File: config.mk
export PLATFORM = sky130hd
export DESIGN_NAME = deserializer
export DESIGN_NICKNAME = d
export VERILOG_FILES = /design/src/rtl/ser_pkg.sv /design/src/rtl/deser_out_reg.sv /design/src/rtl/deserializer.sv
export SDC_FILE = /design/constraint.sdc
export NUM_CORES = 1
export LEC_CHECK = 0
export ABC_CLOCK_PERIOD_IN_PS = 2300
export CAP_MARGIN = 20
export CORE_MARGIN = 2
export CORE_UTILIZATION = 41
export DETAILED_ROUTE_END_ITERATION = 8
export SYNTH_ARGS = -nofsm -noshare
export SYNTH_HDL_FRONTEND = slang
export SYNTH_SLANG_ARGS = --single-unit
File: constraint.sdc
create_clock -name clk_i -period 2.3 [get_ports clk_i]
set_input_delay 0.345 -clock clk_i [delete_from_list [all_inputs] [get_ports clk_i]]
set_output_delay 0.345 -clock clk_i [all_outputs]
set_load 0.1 [all_outputs]
File: src/rtl/ser_pkg.sv
// rtl/ser_pkg.sv - shared widths, frame limits and FSM states for serializer/deserializer
//
// Holds the word width, the modulo field width, the minimum frame length and
// the receive FSM state type.
package ser_pkg;

    localparam int DATA_W        = 16;
    localparam int MOD_W         = 4;
    localparam int MIN_FRAME_LEN = 3;

    typedef enum logic {
        ST_IDLE = 1'b0,
        ST_RECV = 1'b1
    } ser_state_e;

endpackage

File: src/rtl/deser_out_reg.sv
// rtl/deser_out_reg.sv - single-entry output holding register with valid/ready handshake
//
// Ports:
//   clk_i         : clock, rising edge
//   arstn_i       : asynchronous active-low reset
//   commit_i      : a finished frame is presented this cycle
//   commit_data_i : left-aligned frame word
//   commit_mod_i  : bit count of the frame (0 means full width)
//   rdy_i         : consumer accepts the held word when high with val_o
//   data_o        : held word
//   mod_o         : held bit count
//   val_o         : held word valid
//   overflow_o    : one-cycle pulse when a commit is dropped because the register is full
module deser_out_reg
    import ser_pkg::*;
(
    input  logic              clk_i,
    input  logic              arstn_i,
    input  logic              commit_i,
    input  logic [DATA_W-1:0] commit_data_i,
    input  logic [MOD_W-1:0]  commit_mod_i,
    input  logic              rdy_i,
    output logic [DATA_W-1:0] data_o,
    output logic [MOD_W-1:0]  mod_o,
    output logic              val_o,
    output logic              overflow_o
);

    logic [DATA_W-1:0] data_q, data_d;
    logic [MOD_W-1:0]  mod_q,  mod_d;
    logic              val_q,  val_d;
    logic              ovf_q,  ovf_d;

    always_comb begin
        data_d = data_q;
        mod_d  = mod_q;
        val_d  = val_q;
        ovf_d  = 1'b0;
        if (commit_i) begin
            // The slot is free if empty or being drained at this same edge.
            if (!val_q || rdy_i) begin
                data_d = commit_data_i;
                mod_d  = commit_mod_i;
                val_d  = 1'b1;
            end else begin
                ovf_d  = 1'b1;
            end
        end else if (val_q && rdy_i) begin
            val_d = 1'b0;
        end
    end

    always_ff @(posedge clk_i or negedge arstn_i) begin
        if (!arstn_i) begin
            data_q <= '0;
            mod_q  <= '0;
            val_q  <= 1'b0;
            ovf_q  <= 1'b0;
        end else begin
            data_q <= data_d;
            mod_q  <= mod_d;
            val_q  <= val_d;
            ovf_q  <= ovf_d;
        end
    end

    assign data_o     = data_q;
    assign mod_o      = mod_q;
    assign val_o      = val_q;
    assign overflow_o = ovf_q;

endmodule

File: src/rtl/deserializer.sv
// rtl/deserializer.sv - MSB-first serial to 16-bit word deserializer with held output
//
// Optional feature macro: DESERIALIZER_MIN_LEN_EN (drop 1- and 2-bit frames, pulse err_o).
//
// Ports:
//   clk_i            : clock, rising edge
//   arstn_i          : asynchronous active-low reset
//   ser_data_i       : serial bit, MSB first
//   ser_data_val_i   : serial bit valid; a contiguous high run is one frame
//   deser_data_o     : assembled word, left-aligned, unused low bits 0
//   deser_mod_o      : bits in the word, 0 means 16
//   deser_data_val_o : output word valid, held until accepted
//   deser_rdy_i      : consumer accepts the word
//   busy_o           : a frame is being received
//   overflow_o       : pulse when a completed frame is dropped
//   err_o            : pulse when a short frame is dropped
module deserializer
    import ser_pkg::*;
(
    input  logic              clk_i,
    input  logic              arstn_i,
    input  logic              ser_data_i,
    input  logic              ser_data_val_i,
    output logic [DATA_W-1:0] deser_data_o,
    output logic [MOD_W-1:0]  deser_mod_o,
    output logic              deser_data_val_o,
    input  logic              deser_rdy_i,
    output logic              busy_o,
    output logic              overflow_o,
    output logic              err_o
);

    ser_state_e        state_q, state_d;
    logic [MOD_W-1:0]  cnt_q,   cnt_d;
    logic [DATA_W-1:0] buf_q,   buf_d;

    logic              close;
    logic              commit;
    logic [DATA_W-1:0] close_data;
    logic [MOD_W-1:0]  close_mod;

    always_comb begin
        state_d    = state_q;
        cnt_d      = cnt_q;
        buf_d      = buf_q;
        close      = 1'b0;
        close_data = buf_q;
        close_mod  = cnt_q;
        case (state_q)
            ST_IDLE: begin
                if (ser_data_val_i) begin
                    // A new frame always starts from a clean buffer.
                    buf_d             = '0;
                    buf_d[DATA_W-1]   = ser_data_i;
                    cnt_d             = 4'd1;
                    state_d           = ST_RECV;
                end
            end
            ST_RECV: begin
                if (ser_data_val_i) begin
                    if (cnt_q == 4'(DATA_W - 1)) begin
                        // Sixteenth bit closes the frame in the same cycle;
                        // the count wraps to 0, which is also the mod encoding for 16.
                        close      = 1'b1;
                        close_data = {buf_q[DATA_W-1:1], ser_data_i};
                        close_mod  = '0;
                        cnt_d      = '0;
                        state_d    = ST_IDLE;
                    end else begin
                        buf_d[4'(DATA_W - 1) - cnt_q] = ser_data_i;
                        cnt_d = cnt_q + 4'd1;
                    end
                end else begin
                    close   = 1'b1;
                    cnt_d   = '0;
                    state_d = ST_IDLE;
                end
            end
            default: begin
                state_d = ST_IDLE;
                cnt_d   = '0;
            end
        endcase
    end

`ifdef DESERIALIZER_MIN_LEN_EN
    logic short_close;
    logic err_q, err_d;

    // Only a low-valid close can be short; a 16-bit close is always long enough.
    assign short_close = close && !ser_data_val_i && (cnt_q < 4'(MIN_FRAME_LEN));
    assign commit      = close && !short_close;
    assign err_d       = short_close;

    always_ff @(posedge clk_i or negedge arstn_i) begin
        if (!arstn_i) begin
            err_q <= 1'b0;
        end else begin
            err_q <= err_d;
        end
    end

    assign err_o = err_q;
`else
    assign commit = close;
    assign err_o  = 1'b0;
`endif

    always_ff @(posedge clk_i or negedge arstn_i) begin
        if (!arstn_i) begin
            state_q <= ST_IDLE;
            cnt_q   <= '0;
            buf_q   <= '0;
        end else begin
            state_q <= state_d;
            cnt_q   <= cnt_d;
            buf_q   <= buf_d;
        end
    end

    assign busy_o = (state_q == ST_RECV);

    deser_out_reg u_out_reg (
        .clk_i         (clk_i),
        .arstn_i       (arstn_i),
        .commit_i      (commit),
        .commit_data_i (close_data),
        .commit_mod_i  (close_mod),
        .rdy_i         (deser_rdy_i),
        .data_o        (deser_data_o),
        .mod_o         (deser_mod_o),
        .val_o         (deser_data_val_o),
        .overflow_o    (overflow_o)
    );

endmodule

==> summary.txt <==
CP required = 2470 ps
Initial Utilization = 0.421
Crit. End Element = flip-flop
Max cap viols = 0
Highest-count cells in the layout ignoring fill and taps = dfrtp_1, o21ai_0, buf_4
Final Hold Vio Count = 0
Seq cells post-synth = 43
Starting DRC count in detailed routing = 77
Leading cell type in the layout, fill and taps excluded = dfrtp_1
# IOs = 29
Cell Pwr Density = 740 mW/mm²
Share of cells above drive strength 1 = 0.266
Unique cell type count in the Yosys netlist = 32
GR Util All Layers = 0.168
Die span in x = 73.2 µm
Placer congestion estimate = 0.802
CTS Hold Bufs = 0
Clock sink total = 43
Hold Path Class = in -> async
Setup Viol. Count Final = 0
Maximum fanout along the worst path = 16
Yosys warns = 0
Worst-Margin Slew = 932 ps
Drt first pass iters = 4
Nets = 215
Top FF cell, synth = dfrtp_1
CTS tree = built
Fill cells = 416
Detailed placement HPWL = 2810 µm
Crit path time final = 1810 ps
Syn Area/Cell = 11.1 µm²
Register area share after synthesis = 0.548
DIE AREA = 0.00536 mm²
CTS-repair resized insts = 0
Number of global-route vias before repair = 1466
Inserted Clock Buffers = 5
Global-route wire length before repair = 6890 µm
Max Clk Rate = 0.552 GHz
RSZ-0062 raised after global routing = no
Pleak = 1.12 nW
Async S/R FF share, synth = 1.00
CP Cell Sequence = ha_1 -> and3_4 -> o211ai_4 -> buf_4 -> mux2_2
H-tree levels = 2
Core ar. = 0.00466 mm²
Critical-path top delay cell = dfrtp_1
Worst-Skew Late Latency = 290 ps
Cell area after layout = 0.00229 mm²
Buffers on Ports = 27
Reg clk slew, reported paths = 80 ps
WP buf/inv = 1
Largest delay contributor family on the critical path = flip-flops
Syn Std Cell Area = 0.00196 mm²
GRT overflow = 0
WL/cell = 15.2 µm
# diodes = 0
Die height = 73.2 µm
Area Overhead vs Synth = 16.4%
Slowest Stage Delay on Critical Path = 450 ps
Via density per instance = 5.43
Critical path arrival = 1990 ps
Path type of the worst setup path = reg -> reg
Initial antenna violation count = 0
Largest net degree at the start of global routing = 44
Via count = 1418
Root buf cell = clkbuf_8
Deepest clock path buffer count = 2
Period utilization = 0.787
Site row count = 25
Final ANT Viol Nets = 0
Post-CTS Setup Repair Bufs = 0
Run status = completed
Layout Skew = 4.35 ps
Cells after Synth = 177
Placed inst area = 0.00220 mm²
Final Slew Violations = 0
Relative max-transition margin = 0.379
Worst vdd ir = 446 µV
Setup TNS = 0 ps
Final wirelength = 3970 µm
Residual DRC count = 0
Synthesized net count = 186
EDFF count, synth = 0
Critical Path Source Type = flip-flop
-- layer usage --
metal,track usage,routed length [µm],vias to the layer above
li1,-,-,675
met1,0.210,1800,707
met2,0.287,1990,31
met3,0.0304,136,5
met4,0.0638,47,0
met5,0,0,-
-- Yosys cell counts (all sizes together) (2+ instances only) --
| cell | count | share of area |
|---|---|---|
| a21oi | 15 | 0.038 |
| and2 | 2 | 0.0064 |
| buf | 8 | 0.034 |
| clkbuf | 2 | 0.0045 |
| dfrtp | 43 | 0.55 |
| ha | 4 | 0.025 |
| inv | 6 | 0.011 |
| mux2 | 15 | 0.10 |
| nand2 | 18 | 0.034 |
| nand2b | 3 | 0.0096 |
| nand3 | 3 | 0.0076 |
| nand4 | 2 | 0.0064 |
| nor2 | 4 | 0.0076 |
| nor2b | 3 | 0.0096 |
| o21ai | 37 | 0.094 |
-- flip-flops by register name, indices dropped and copies added (netlist names) --
name                  flops
buf_q                    16
u_out_reg.data_o         16
cnt_q                     4
u_out_reg.mod_o           4
busy_o                    1
u_out_reg.overflow_o      1
u_out_reg.val_o           1
-- cell type report --
type / count / area [µm²] / share of cell area
Multi-Input combinational cell: 118 / 790 / 0.345
Clock buffer: 6 / 72.6 / 0.0317
Timing Repair Buffer: 32 / 245 / 0.107
Clock inverter: 2 / 12.5 / 0.00547
Inverter: 6 / 22.5 / 0.00985
Sequential cell: 43 / 1080 / 0.471
Tap cell: 54 / 67.6 / 0.0296
-- stage by stage --
step / power, mW / hold slack, ps / utilization / cells / worst slack, ps
4_1_cts: 1.71 / 229 / 0.490 / 261 / 473
3_5_place_dp: 1.25 / 483 / 0.472 / 253 / 399
6_report: 1.69 / 189 / 0.490 / 261 / 489
3_3_place_gp: 1.24 / 476 / 0.472 / 253 / 457
5_1_grt: 1.77 / 266 / 0.490 / 261 / 419
2_1_floorplan: 1.15 / 49.4 / - / 177 / 324
-- final timing paths --
| path | start | endpoint | slack [ps] | cells after the start |
|---|---|---|---|---|
| max in group asynchronous | arstn_i | u_out_reg.data_o[8] | 1530 | 1 |
| worst min register to register | u_out_reg.data_o[8] | u_out_reg.data_o[8] | 500 | 2 |
| worst max-delay path | cnt_q[1] | u_out_reg.data_o[4] | 490 | 5 |
| worst max register to register | cnt_q[1] | u_out_reg.data_o[4] | 490 | 5 |
| worst min-delay path | arstn_i | u_out_reg.data_o[12] | 190 | 1 |
| min in group clk_i | u_out_reg.data_o[8] | u_out_reg.data_o[8] | 500 | 2 |
-- cell families after synthesis --
logic type / Yosys count / share of synthesized area
buffers and inverters: 16 / 0.0497
AND/OR/NAND/NOR: 39 / 0.101
AO/OA/AOI/OAI: 57 / 0.161
multiplexers: 16 / 0.108
other: 1 / 0.00191
XOR/XNOR: 1 / 0.00446
flip-flops: 43 / 0.548
adder cells (fa/ha/maj): 4 / 0.0255
-- where the power goes --
group	switching [mW]	leakage (nW)	internal, mW	total, mW
clock network	0.250	0.0412	0.212	0.462
logic	0.301	0.495	0.0982	0.399
registers	0.0339	0.585	0.797	0.831
total	0.585	1.12	1.11	1.69
(Power assumes the default switching activity.)
